$ cat src/rtl/demux8_collector.sv
// Serial-to-parallel slot collector: routes bit f into slot S of an 8-bit word,
// tracks which slots were written, and offers the word once every slot is filled.
module demux8_collector #(
  parameter bit CLEAR_ON_ACCEPT = 1'b1
) (
  input  logic       clk,
  input  logic       rst_n,
  input  logic       f,
  input  logic [2:0] S,
  input  logic       f_valid,
  output logic       f_ready,
  input  logic       flush,
  output logic [7:0] W,
  output logic [7:0] filled,
  output logic       w_valid,
  input  logic       w_ready,
  output logic       dup_err
);

  typedef enum logic [0:0] {
    ST_COLLECT = 1'b0,
    ST_HOLD    = 1'b1
  } state_t;

  state_t     r_state;
  logic [7:0] r_word;
  logic [7:0] r_filled;
  logic       r_w_valid;
  logic       r_dup_err;

  state_t     w_state_nxt;
  logic [7:0] w_word_nxt;
  logic [7:0] w_filled_nxt;
  logic       w_w_valid_nxt;
  logic       w_dup_err_nxt;

  // State and output registers with synchronous active-low reset.
  always_ff @(posedge clk) begin
    if (!rst_n) begin
      r_state   <= ST_COLLECT;
      r_word    <= 8'h00;
      r_filled  <= 8'h00;
      r_w_valid <= 1'b0;
      r_dup_err <= 1'b0;
    end else begin
      r_state   <= w_state_nxt;
      r_word    <= w_word_nxt;
      r_filled  <= w_filled_nxt;
      r_w_valid <= w_w_valid_nxt;
      r_dup_err <= w_dup_err_nxt;
    end
  end

  // Next-state logic; flush overrides any write or handshake in the same cycle.
  always_comb begin
    w_state_nxt   = r_state;
    w_word_nxt    = r_word;
    w_filled_nxt  = r_filled;
    w_w_valid_nxt = r_w_valid;
    w_dup_err_nxt = 1'b0;
    if (flush) begin
      w_state_nxt   = ST_COLLECT;
      w_word_nxt    = 8'h00;
      w_filled_nxt  = 8'h00;
      w_w_valid_nxt = 1'b0;
    end else begin
      case (r_state)
        ST_COLLECT: begin
          if (f_valid) begin
            w_word_nxt[S]   = f;
            w_filled_nxt[S] = 1'b1;
            w_dup_err_nxt   = r_filled[S];
            if (w_filled_nxt == 8'hFF) begin
              w_state_nxt   = ST_HOLD;
              w_w_valid_nxt = 1'b1;
            end else begin
              w_state_nxt   = ST_COLLECT;
            end
          end else begin
            w_state_nxt = ST_COLLECT;
          end
        end
        ST_HOLD: begin
          if (w_ready) begin
            w_state_nxt   = ST_COLLECT;
            w_filled_nxt  = 8'h00;
            w_w_valid_nxt = 1'b0;
            if (CLEAR_ON_ACCEPT) begin
              w_word_nxt = 8'h00;
            end else begin
              w_word_nxt = r_word;
            end
          end else begin
            w_state_nxt = ST_HOLD;
          end
        end
        default: begin
          w_state_nxt   = ST_COLLECT;
          w_word_nxt    = 8'h00;
          w_filled_nxt  = 8'h00;
          w_w_valid_nxt = 1'b0;
        end
      endcase
    end
  end

  assign f_ready = (r_state == ST_COLLECT);
  assign W       = r_word;
  assign filled  = r_filled;
  assign w_valid = r_w_valid;
  assign dup_err = r_dup_err;

endmodule

$ cat config.mk
export PLATFORM = sky130hd
export DESIGN_NAME = demux8_collector
export DESIGN_NICKNAME = d
export VERILOG_FILES = /design/src/rtl/demux8_collector.sv
export SDC_FILE = /design/constraint.sdc
export NUM_CORES = 1
export LEC_CHECK = 0
export BUFFER_PORTS_ARGS = -buffer_cell sky130_fd_sc_hd__buf_2
export CORE_MARGIN = 2
export CORE_UTILIZATION = 40
export CTS_CLUSTER_SIZE = 20
export DETAILED_ROUTE_END_ITERATION = 10
export GPL_TIMING_DRIVEN = 1
export PLACE_DENSITY_LB_ADDON = 0.2
export SKIP_CTS_REPAIR_TIMING = 1
export SLEW_MARGIN = 20
export SYNTH_ARGS = -nofsm -noshare
export SYNTH_HDL_FRONTEND = slang
export SYNTH_SLANG_ARGS = --single-unit
$ cat constraint.sdc
create_clock -name clk -period 1.51 [get_ports clk]
set_clock_uncertainty 0.15 [all_clocks]
set_input_delay 0.0755 -clock clk [delete_from_list [all_inputs] [get_ports clk]]
set_output_delay 0.0755 -clock clk [all_outputs]
set_load 0.02 [all_outputs]
==> flow_summary.ini <==
[status]
status = finished clean

[timing]
finalSetupViolCount = 0
holdWs_ns = 0.0249
tightest_slew_ns = 0.294
post-route-period-util_pct = 92.1
rsz0062_at_grt = false
hold_violations = 0
drv_slew = 0
tns_ns = 0
relSlewSlack_pct = 79.9
fmax_ghz = 0.719
finalCriticalPeriod_ns = 1.39

[synth]
synth-simple-area-share_pct = 28.1
postSynth.asyncResetShare_pct = 0
synth_seq_cells = 19
synthTopCellsByCount = dfxtp_1, nor2_1, mux2i_1
syn_area_um2 = 930
synth_top_family_by_area = simple AND/OR/NAND/NOR gates
postSynthAreaPerCell_um2 = 8.69
synth_fp_nets = 116
synth_enable_flop_cells = 0
ys_top_cells_by_area = dfxtp_1, mux2i_1, nor2_1
synth_compound_area_share_pct = 13.7
yosysTopAreaCell = dfxtp_1
synth_xor_area_share_pct = 0
yosysWarnings = 0
muxShareOfSynthArea_pct = 11.3
synthCells = 107
ys.flop_type = dfxtp_1
synthAdderAreaFrac_pct = 0
synth_top_area_share_pct = 40.9
ys_types = 36
seq_area_frac_synth_pct = 40.9

[power_and_ir_drop]
ir_drop_mv = 0.525
pwr-share-comb_pct = 12.9
internal_power_uw = 655
totalPowerFinal_uw = 891
p_switching_uw = 235
leakagePower_nw = 0.501
swShare_pct = 26.4
power_frac_clock_pct = 29.7
seq_power_share_pct = 57.3
power.density_nw_per_um2 = 786

[setup_path]
critPathMaxFanout = 6
startpoint_type = register
crit_family = multiplexers
crit_slowest_cell = dfxtp_2
path_buf_inv = 0
crit_type = register to register
critical-path-max-stage-delay_ns = 0.40
crit_required_ns = 1.57
cp-end-kind = register
path_cells = mux2_4 > and3_1 > mux2i_1 > nor2_1
arrival_ns = 1.45

[layout]
syn2layout_area_growth_pct = 21.9
final_cell_area_um2 = 1130
finish.utilization_pct = 51.2
drive_gt1_share_pct = 28.3
diodes = 0
nNetsFinal = 148

[clock_network]
clock_latency_ns = 0.30
cts_root_buffer = clkbuf_4
cts.sinks = 19
numCtsBuffers = 3
tritoncts = done
clk_pin_slew_ns = 0.11
cts_max_level = 1
clk_path_buf_depth = 2

[floorplanning]
num_io_pins = 28
rows = 17
start_util_pct = 42.0
die_y_um = 52.2
die-area_um2 = 2730
core_um2 = 2210
die_w_um = 52.2

[global_routing]
first_global_vias = 800
grt_pass1_wl_um = 3620
grt.overflow.total = 0
grt_max_degree = 17
antenna_found_initial = 0
grtUsageTotal_pct = 18.1

[job]
maxCapViolCount = 0

[placed_design]
gp_congestion = 0.807
dp_hpwl_um = 1700
portBuffers = 27
placed_area_um2 = 1090

[drt]
vias = 893
dr.pass1.iters = 4
vias_per_cell = 5.38
drt_iter0_drc = 16
route.antenna.remaining_nets = 0
wl_um = 2240
drc_errors = 0
avgRoutedWirePerCell_um = 13.5

[min_path]
holdCritPathClass = input port to register
[metal layers]
metal	wire length (um)	vias to the layer above	track usage, %	share of wire (%)
met2	1090	20	30.2	49
li1	-	445	-	-
met4	38	0	7.69	1.7
met1	1010	423	22.4	45
met5	0	-	0	0
met3	106	5	4.00	4.7
[logic make-up (layout without fill, tap and decap cells)]
family / count (synthesis) / after routing
AO/OA/AOI/OAI: 19 / 19
buffers and inverters: 9 / 40
flip-flops: 19 / 19
multiplexers: 10 / 10
AND/OR/NAND/NOR: 50 / 50
[registers in the layout (all words and copies together) (netlist names)]
name / cells
w_valid: 1
r_state: 1
dup_err: 1
W: 8
filled: 8
[final cells by class]
cell class | count | area, um^2
Timing Repair Buffer | 33 | 185
Inverter | 3 | 11.3
Tap cell | 28 | 35.0
Multi-Input combinational cell | 79 | 494
Sequential cell | 19 | 382
Clock buffer | 4 | 26.3
Fill cell | 243 | 1080
[per-stage QoR]
step | setup WS, ns | cells
finish | 0.119 | 166
global route | 0.0298 | 166
CTS | 0.0396 | 164
detailed placement | 0.0631 | 160
global placement | 0.0984 | 160
floorplan | 0.146 | 107
[placed cells by master, fill, tap and decap left out, drive strengths merged, types with 3 or more instances in the layout]
cell    count
nand2       6
dfxtp      19
buf        31
nor2       19
mux2i       9
and2b       3
inv         3
nand3       8
o21ai       4
a21oi       4
clkbuf      4
a31oi       4
[path summary, 6_finish.rpt]
check | from | end | slack, ns | cells past startpoint
worst min register to register | w_valid | w_valid | 0.33 | 2
worst max-delay path | r_state | W[4] | 0.12 | 4
worst max register to register | r_state | W[4] | 0.12 | 4
worst min-delay path | S[1] | filled[3] | 0.02 | 3
[tightest hold or removal path: cells and delay by family]
family,cells,cell delay [ns]
buffers and inverters,1,0.18
AOI/OAI and AO/OA,1,0.11
and+or+nand+nor,1,0.08
[power groups by stage]
stage / Sequential, mW / Combinational [mW] / Clock (mW)
floorplan: 0.529 / 0.0711 / 0
global placement: 0.522 / 0.109 / 0
detailed placement: 0.522 / 0.111 / 0
CTS: 0.511 / 0.112 / 0.274
global route: 0.512 / 0.127 / 0.293
finish: 0.511 / 0.115 / 0.265
Note: power is estimated with default switching activity, not from simulation.
